--- config.mk ---
export PLATFORM = sky130hd
export DESIGN_NAME = wb_grf_flat
export DESIGN_NICKNAME = d
export VERILOG_FILES = /design/src/rtl/wb_grf_if.sv /design/src/rtl/wb_grf.sv /design/src/flat_wrapper.sv
export SDC_FILE = /design/constraint.sdc
export NUM_CORES = 2
export LEC_CHECK = 0
export BUFFER_PORTS_ARGS = -buffer_cell sky130_fd_sc_hd__buf_2
export CAP_MARGIN = 20
export CORE_UTILIZATION = 41
export CTS_CLUSTER_DIAMETER = 80
export DETAILED_ROUTE_END_ITERATION = 10
export GPL_TIMING_DRIVEN = 0
export PLACE_DENSITY_LB_ADDON = 0.3
export SLEW_MARGIN = 20
export SYNTH_ARGS = -nofsm -noshare
export SYNTH_HDL_FRONTEND = slang
export SYNTH_SLANG_ARGS = --single-unit
--- constraint.sdc ---
create_clock -name clk -period 11.7 [get_ports clk]
set_input_delay 3.51 -clock clk [delete_from_list [all_inputs] [get_ports clk]]
set_output_delay 3.51 -clock clk [all_outputs]
set_load 0.02 [all_outputs]
--- src/rtl/wb_grf_if.sv ---
// Writeback-stage bus: W-stage pipeline fields in, D-stage read ports, write-back data and
// commit trace out. The master drives the W/D inputs; the slave is the register file.
interface wb_grf_if #(
    parameter int unsigned DATA_W    = 32,
    parameter int unsigned NREG_LOG2 = 5
);
    logic [31:0]          W_PC;
    logic                 W_RegWrite;
    logic [2:0]           W_MemtoReg;
    logic [2:0]           W_LoadType;
    logic [NREG_LOG2-1:0] W_A3;
    logic [DATA_W-1:0]    W_ALU_C;
    logic [DATA_W-1:0]    W_HILO;
    logic [DATA_W-1:0]    W_DM_RD;
    logic [DATA_W-1:0]    W_CP0_RD;
    logic [NREG_LOG2-1:0] D_A1;
    logic [NREG_LOG2-1:0] D_A2;
    logic [DATA_W-1:0]    D_RD1;
    logic [DATA_W-1:0]    D_RD2;
    logic [DATA_W-1:0]    W_WD;
    logic                 trace_valid;
    logic [31:0]          trace_pc;
    logic [NREG_LOG2-1:0] trace_addr;
    logic [DATA_W-1:0]    trace_data;
    logic [31:0]          commit_cnt;

    modport master (
        output W_PC, W_RegWrite, W_MemtoReg, W_LoadType, W_A3,
        output W_ALU_C, W_HILO, W_DM_RD, W_CP0_RD, D_A1, D_A2,
        input  D_RD1, D_RD2, W_WD, trace_valid, trace_pc, trace_addr, trace_data, commit_cnt
    );

    modport slave (
        input  W_PC, W_RegWrite, W_MemtoReg, W_LoadType, W_A3,
        input  W_ALU_C, W_HILO, W_DM_RD, W_CP0_RD, D_A1, D_A2,
        output D_RD1, D_RD2, W_WD, trace_valid, trace_pc, trace_addr, trace_data, commit_cnt
    );
endinterface

--- src/rtl/wb_grf.sv ---
// Writeback stage: source mux with load extension, 32-entry register file with W-to-D
// bypass, and a registered one-cycle commit trace.
module wb_grf #(
    parameter int unsigned DATA_W    = 32,
    parameter int unsigned NREG_LOG2 = 5,
    parameter bit          BYPASS_EN = 1'b1
) (
    input logic    clk,
    input logic    reset,
    wb_grf_if.slave bus
);
    localparam int NREG = 2 ** NREG_LOG2;

    logic [DATA_W-1:0]    regs_q [NREG];
    logic [DATA_W-1:0]    load_data;
    logic [DATA_W-1:0]    wd;
    logic [DATA_W-1:0]    rd1;
    logic [DATA_W-1:0]    rd2;
    logic [1:0]           off;
    logic [7:0]           byte_sel;
    logic [15:0]          half_sel;
    logic                 commit;
    logic                 trace_valid_q;
    logic [31:0]          trace_pc_q;
    logic [NREG_LOG2-1:0] trace_addr_q;
    logic [DATA_W-1:0]    trace_data_q;
    logic [31:0]          commit_cnt_q;

    assign off      = bus.W_ALU_C[1:0];
    assign byte_sel = bus.W_DM_RD[8*off +: 8];
    // Halfword loads use only off[1]; misalignment is trapped upstream.
    assign half_sel = bus.W_DM_RD[16*off[1] +: 16];

    always_comb begin
        load_data = bus.W_DM_RD;
        case (bus.W_LoadType)
            3'd1:    load_data = {{(DATA_W-8){byte_sel[7]}}, byte_sel};
            3'd2:    load_data = {{(DATA_W-8){1'b0}}, byte_sel};
            3'd3:    load_data = {{(DATA_W-16){half_sel[15]}}, half_sel};
            3'd4:    load_data = {{(DATA_W-16){1'b0}}, half_sel};
            default: load_data = bus.W_DM_RD;
        endcase
    end

    always_comb begin
        wd = bus.W_ALU_C;
        case (bus.W_MemtoReg)
            3'd1:    wd = load_data;
            3'd2:    wd = bus.W_PC + 32'd8;
            3'd3:    wd = bus.W_HILO;
            3'd4:    wd = bus.W_CP0_RD;
            default: wd = bus.W_ALU_C;
        endcase
    end

    assign commit = bus.W_RegWrite && (bus.W_A3 != '0);

    always_comb begin
        rd1 = '0;
        if (bus.D_A1 != '0) begin
            if (BYPASS_EN && bus.W_RegWrite && (bus.W_A3 == bus.D_A1)) rd1 = wd;
            else rd1 = regs_q[bus.D_A1];
        end
    end

    always_comb begin
        rd2 = '0;
        if (bus.D_A2 != '0) begin
            if (BYPASS_EN && bus.W_RegWrite && (bus.W_A3 == bus.D_A2)) rd2 = wd;
            else rd2 = regs_q[bus.D_A2];
        end
    end

    always_ff @(posedge clk or negedge reset) begin
        if (!reset) begin
            for (int i = 0; i < NREG; i++) regs_q[i] <= '0;
        end else if (commit) begin
            regs_q[bus.W_A3] <= wd;
        end
    end

    // Trace fields other than valid hold their last commit between writes.
    always_ff @(posedge clk or negedge reset) begin
        if (!reset) begin
            trace_valid_q <= 1'b0;
            trace_pc_q    <= '0;
            trace_addr_q  <= '0;
            trace_data_q  <= '0;
            commit_cnt_q  <= '0;
        end else begin
            trace_valid_q <= commit;
            if (commit) begin
                trace_pc_q   <= bus.W_PC;
                trace_addr_q <= bus.W_A3;
                trace_data_q <= wd;
                commit_cnt_q <= commit_cnt_q + 32'd1;
            end
        end
    end

    assign bus.W_WD        = wd;
    assign bus.D_RD1       = rd1;
    assign bus.D_RD2       = rd2;
    assign bus.trace_valid = trace_valid_q;
    assign bus.trace_pc    = trace_pc_q;
    assign bus.trace_addr  = trace_addr_q;
    assign bus.trace_data  = trace_data_q;
    assign bus.commit_cnt  = commit_cnt_q;
endmodule

--- src/flat_wrapper.sv ---
// flat-port wrapper written by rule: the top's interface ports become plain ports
module wb_grf_flat 
#(
    parameter int unsigned DATA_W    = 32,
    parameter int unsigned NREG_LOG2 = 5,
    parameter bit          BYPASS_EN = 1'b1
)
  (clk, reset, bus_W_PC, bus_W_RegWrite, bus_W_MemtoReg, bus_W_LoadType, bus_W_A3, bus_W_ALU_C, bus_W_HILO, bus_W_DM_RD, bus_W_CP0_RD, bus_D_A1, bus_D_A2, bus_D_RD1, bus_D_RD2, bus_W_WD, bus_trace_valid, bus_trace_pc, bus_trace_addr, bus_trace_data, bus_commit_cnt);
  wb_grf_if #(.DATA_W(DATA_W), .NREG_LOG2(NREG_LOG2)) bus_i ();
  input logic clk;
  input logic reset;
  input wire logic [$bits(bus_i.W_PC)-1:0] bus_W_PC;
  input wire logic [$bits(bus_i.W_RegWrite)-1:0] bus_W_RegWrite;
  input wire logic [$bits(bus_i.W_MemtoReg)-1:0] bus_W_MemtoReg;
  input wire logic [$bits(bus_i.W_LoadType)-1:0] bus_W_LoadType;
  input wire logic [$bits(bus_i.W_A3)-1:0] bus_W_A3;
  input wire logic [$bits(bus_i.W_ALU_C)-1:0] bus_W_ALU_C;
  input wire logic [$bits(bus_i.W_HILO)-1:0] bus_W_HILO;
  input wire logic [$bits(bus_i.W_DM_RD)-1:0] bus_W_DM_RD;
  input wire logic [$bits(bus_i.W_CP0_RD)-1:0] bus_W_CP0_RD;
  input wire logic [$bits(bus_i.D_A1)-1:0] bus_D_A1;
  input wire logic [$bits(bus_i.D_A2)-1:0] bus_D_A2;
  output wire logic [$bits(bus_i.D_RD1)-1:0] bus_D_RD1;
  output wire logic [$bits(bus_i.D_RD2)-1:0] bus_D_RD2;
  output wire logic [$bits(bus_i.W_WD)-1:0] bus_W_WD;
  output wire logic [$bits(bus_i.trace_valid)-1:0] bus_trace_valid;
  output wire logic [$bits(bus_i.trace_pc)-1:0] bus_trace_pc;
  output wire logic [$bits(bus_i.trace_addr)-1:0] bus_trace_addr;
  output wire logic [$bits(bus_i.trace_data)-1:0] bus_trace_data;
  output wire logic [$bits(bus_i.commit_cnt)-1:0] bus_commit_cnt;
  assign bus_i.W_PC = bus_W_PC;
  assign bus_i.W_RegWrite = bus_W_RegWrite;
  assign bus_i.W_MemtoReg = bus_W_MemtoReg;
  assign bus_i.W_LoadType = bus_W_LoadType;
  assign bus_i.W_A3 = bus_W_A3;
  assign bus_i.W_ALU_C = bus_W_ALU_C;
  assign bus_i.W_HILO = bus_W_HILO;
  assign bus_i.W_DM_RD = bus_W_DM_RD;
  assign bus_i.W_CP0_RD = bus_W_CP0_RD;
  assign bus_i.D_A1 = bus_D_A1;
  assign bus_i.D_A2 = bus_D_A2;
  assign bus_D_RD1 = bus_i.D_RD1;
  assign bus_D_RD2 = bus_i.D_RD2;
  assign bus_W_WD = bus_i.W_WD;
  assign bus_trace_valid = bus_i.trace_valid;
  assign bus_trace_pc = bus_i.trace_pc;
  assign bus_trace_addr = bus_i.trace_addr;
  assign bus_trace_data = bus_i.trace_data;
  assign bus_commit_cnt = bus_i.commit_cnt;
  wb_grf #(.DATA_W(DATA_W), .NREG_LOG2(NREG_LOG2), .BYPASS_EN(BYPASS_EN)) u_core (.clk(clk), .reset(reset), .bus(bus_i));
endmodule
==> metrics.md <==
| Metric | Value |
|---|---|
| Starting utilization of the core area | `41.5%` |
| Fin. Hold Viols | `0` |
| Areal power density over the cells | `185 mW/mm²` |
| Number of max-cap violations | `0` |
| Die boundary height | `384 µm` |
| Portion of synthesized cell area occupied by the leading cell type | `47.2%` |
| Data required time at the worst endpoint | `8.19 ns` |
| Critical path capture point type | `primary output` |
| Largest cells by area after synthesis | `sky130_fd_sc_hd__dfrtp_1, sky130_fd_sc_hd__mux4_2, sky130_fd_sc_hd__o21ai_0, sky130_fd_sc_hd__nand2_1, sky130_fd_sc_hd__mux2i_1` |
| Mean routed wirelength per cell | `36.6 µm` |
| Tcrit/Tclk final | `101%` |
| Mean number of vias per cell | `6.55` |
| Top FF cell, synth | `sky130_fd_sc_hd__dfrtp_1` |
| Number of setup buffers added after CTS | `0` |
| Port bufs | `368` |
| Fraction of the yosys area taken by sequential cells | `47.2%` |
| Kind of start point of the critical path | `primary input` |
| Setup Slack @ Placement | `0.0740 ns` |
| Total global routing overflow | `0` |
| Layout Utilization | `48.0%` |
| Fill count | `13,438` |
| Total Power | `0.0128 W` |
| Initial drt markers | `6,972` |
| Cell family contributing the most delay on the critical path | `buffers and inverters` |
| Detail Route Antenna Nets | `0` |
| Post-Synthesis Net Count | `5,728` |
| Cell type with the highest aggregate area in the netlist | `sky130_fd_sc_hd__dfrtp_1` |
| Number of distinct library cells after synthesis | `74` |
| Nets@finish | `6,256` |
| Worst hold path class | `reg2reg` |
| Unrepaired setup endpoints after global routing | `false` |
| Cells along the critical path | `buf_2 > buf_2 > buf_2 > clkbuf_1 > nand2_1 > a21oi_1 > nor4_1 > a211oi_1 > buf_2` |
| Run status | `finished with violations` |
| Number of synthesized flops with an enable pin | `0` |
| CTS tree | `done` |
| Top fanout value on the critical path | `10` |
| Combined buffer and inverter count along the critical path | `5` |
| Tightest hold margin | `0.469 ns` |
| Share of flip-flops with an asynchronous set or reset | `100%` |
| Number of optimization iterations in the first detailed-route pass | `11` |
| F_max | `0.0850 GHz` |
| Area grow syn2layout | `15.8%` |
| Crit Path Class | `in2out` |
| Tightest slew margin relative to the limit | `11.0%` |
| GRT Resource Usage Total | `40.0%` |
| Max H-tree Level | `4` |
| Total Wirelength | `296 mm` |
| Clock Latency Late Sink | `0.82 ns` |
| Sink count of the clock tree | `1,126` |
| Most frequent standard cell in the layout excluding fill and tap cells | `sky130_fd_sc_hd__nand2_1` |
| Max VDD drop | `122 µV` |
| Flip-flop and latch count after synthesis | `1,126` |
| HPWL reported at the end of detailed placement | `221 mm` |
| Static Leakage | `30.6 nW` |
| Proportion of layout cells with a drive suffix above 1 | `21.9%` |
| Area of placed instances | `0.0646 mm²` |
| Post-Syn Instances | `5,542` |
| Setup WS post-layout | `-0.0706 ns` |
| Post-route minimum period | `11.77 ns` |
| Number of pins exceeding their max-slew limit in the final report | `0` |
| Global-route wire length before repair | `406 mm` |
| Remaining DRCs | `38` |
| Core Rows | `139` |
| Cell area after synthesis | `0.0597 mm²` |
| Maximum number of pins on one net before global-route repair | `134` |
| Register area | `0.0282 mm²` |
| Vias post-DR | `52,997` |
| Count of hold buffers inserted by post-cts repair | `0` |
| Critical Path Most Common Cell | `sky130_fd_sc_hd__buf_2` |
| Delay contributed by the slowest stage of the critical path | `1.02 ns` |
| Max clock buf depth | `3` |
| Core area | `0.144 mm²` |
| Mean area per synthesized cell | `10.8 µm²` |
| Die X-Extent | `384 µm` |
| Multi-input combinational cell area | `0.0290 mm²` |
| I/O pins | `382` |
| Final RePlAce weighted congestion | `1.06` |
| Die ar. | `0.147 mm²` |
| Top library cells by usage in the layout, fill and taps aside | `sky130_fd_sc_hd__nand2_1, sky130_fd_sc_hd__dfrtp_1, sky130_fd_sc_hd__o21ai_0` |
| Area of all placed cells without fillers | `0.0691 mm²` |
| Post-Route Skew | `0.0184 ns` |
| Clock input transition at the sequential cells of the worst setup and hold paths | `0.05 ns` |
| Final number of setup-violating endpoints | `2` |
| Number of buffers created by CTS | `132` |
| Highest-delay cell along the critical path | `sky130_fd_sc_hd__a211oi_1` |
| Initial antenna violation count | `33` |
| Violated checks | `design-rule violations, negative setup slack` |
| Post-CTS sizing | `0` |
| Actual transition at the worst max-transition pin | `1.33 ns` |
| Via count of the first global-routing pass | `51,522` |
| Clock Root Buffer | `sky130_fd_sc_hd__clkbuf_16` |
| Worst path arrival time | `8.26 ns` |
| Warnings, synthesis | `0` |
-- worst paths after layout --
path	startpoint	endpoint	depth (start not counted)	slack (ns)
worst max-delay path	bus_D_A1[1]	bus_D_RD1[31]	9	-0.07
worst min-delay path	u_core.bus.trace_pc[31]	u_core.bus.trace_pc[31]	2	0.47
max in group asynchronous	reset	u_core.regs_q[233]	4	6.92
worst max register to register	u_core.bus.commit_cnt[4]	u_core.bus.commit_cnt[20]	6	9.43
min in group asynchronous	reset	u_core.bus.trace_pc[30]	1	2.66
worst min register to register	u_core.bus.trace_pc[31]	u_core.bus.trace_pc[31]	2	0.47
-- report_power, final --
group | switching (W) | internal, W
logic | 0.00185 | 0.00127
clock network | 0.00187 | 0.00249
registers | 0.000659 | 0.00468
-- routing by layer --
layer	share of wire, %	GRT usage [%]
met5	0.10	0.390
met4	7.3	24.4
met3	15	18.5
met2	42	57.6
met1	35	48.7
-- cells by family (layout without fill, tap and decap cells) --
kind of cell	Yosys count	after routing	synth area share (%)
xor+xnor	68	68	0.997
fa+ha+maj	2	2	0.0419
mux	759	759	23.0
flops	1126	1126	47.2
buf+inv	603	1234	4.36
other cells	0	15	0
compound gates	1446	1446	14.0
simple gates	1538	1538	10.4
-- final cells by class --
type	count	area share (%)
timing repair buffer	394	3.42
buffer	558	3.61
inverter	45	0.244
clock buffer	185	5.47
tap	1903	3.44
sequential	1126	40.8
clock inverter	52	0.977
antenna	15	0.0543
multi-input combinational	3813	42.0
-- state kept, by name, indices dropped and copies added (netlist names) --
register and cells:
u_core.bus.commit_cnt 32, u_core.bus.trace_data 32, u_core.regs_q 1024, u_core.bus.trace_pc 32, u_core.bus.trace_addr 5, u_core.bus.trace_valid 1
-- worst reg2reg max path, cell delays in order (launching register included) --
cell and delay (ns):
sky130_fd_sc_hd__dfrtp_1 0.43, sky130_fd_sc_hd__and4_1 0.26, sky130_fd_sc_hd__nand3_1 0.13, sky130_fd_sc_hd__nor3_1 0.76, sky130_fd_sc_hd__and3_1 0.31, sky130_fd_sc_hd__nand4_1 0.12, sky130_fd_sc_hd__xnor2_1 0.16
-- stage by stage --
stage | instances | setup TNS [ns]
after CTS | 8075 | 0
after floorplan | 5542 | 0
after detailed placement | 7838 | 0
after global placement | 7813 | -
after global routing | 8079 | 0
final | 8091 | -0.138
-- cells in the mapped netlist (26+ instances only) --
library cell,count
sky130_fd_sc_hd__o22ai_1,82
sky130_fd_sc_hd__mux2_2,33
sky130_fd_sc_hd__xor2_1,26
sky130_fd_sc_hd__nor2_1,52
sky130_fd_sc_hd__mux4_2,487
sky130_fd_sc_hd__nand2_1,1294
sky130_fd_sc_hd__o21ai_0,973
sky130_fd_sc_hd__inv_1,41
sky130_fd_sc_hd__clkbuf_1,404
sky130_fd_sc_hd__o21ai_1,88
sky130_fd_sc_hd__nand3_1,29
sky130_fd_sc_hd__buf_2,84
sky130_fd_sc_hd__a221oi_1,36
sky130_fd_sc_hd__xnor2_1,42
sky130_fd_sc_hd__nor2b_1,28
sky130_fd_sc_hd__nor3_1,33
sky130_fd_sc_hd__buf_1,29
sky130_fd_sc_hd__mux2i_1,239
sky130_fd_sc_hd__a211oi_1,52
sky130_fd_sc_hd__dfrtp_1,1126
sky130_fd_sc_hd__a22oi_1,70
sky130_fd_sc_hd__a21oi_1,36
Note: power is estimated with default switching activity, not from simulation.
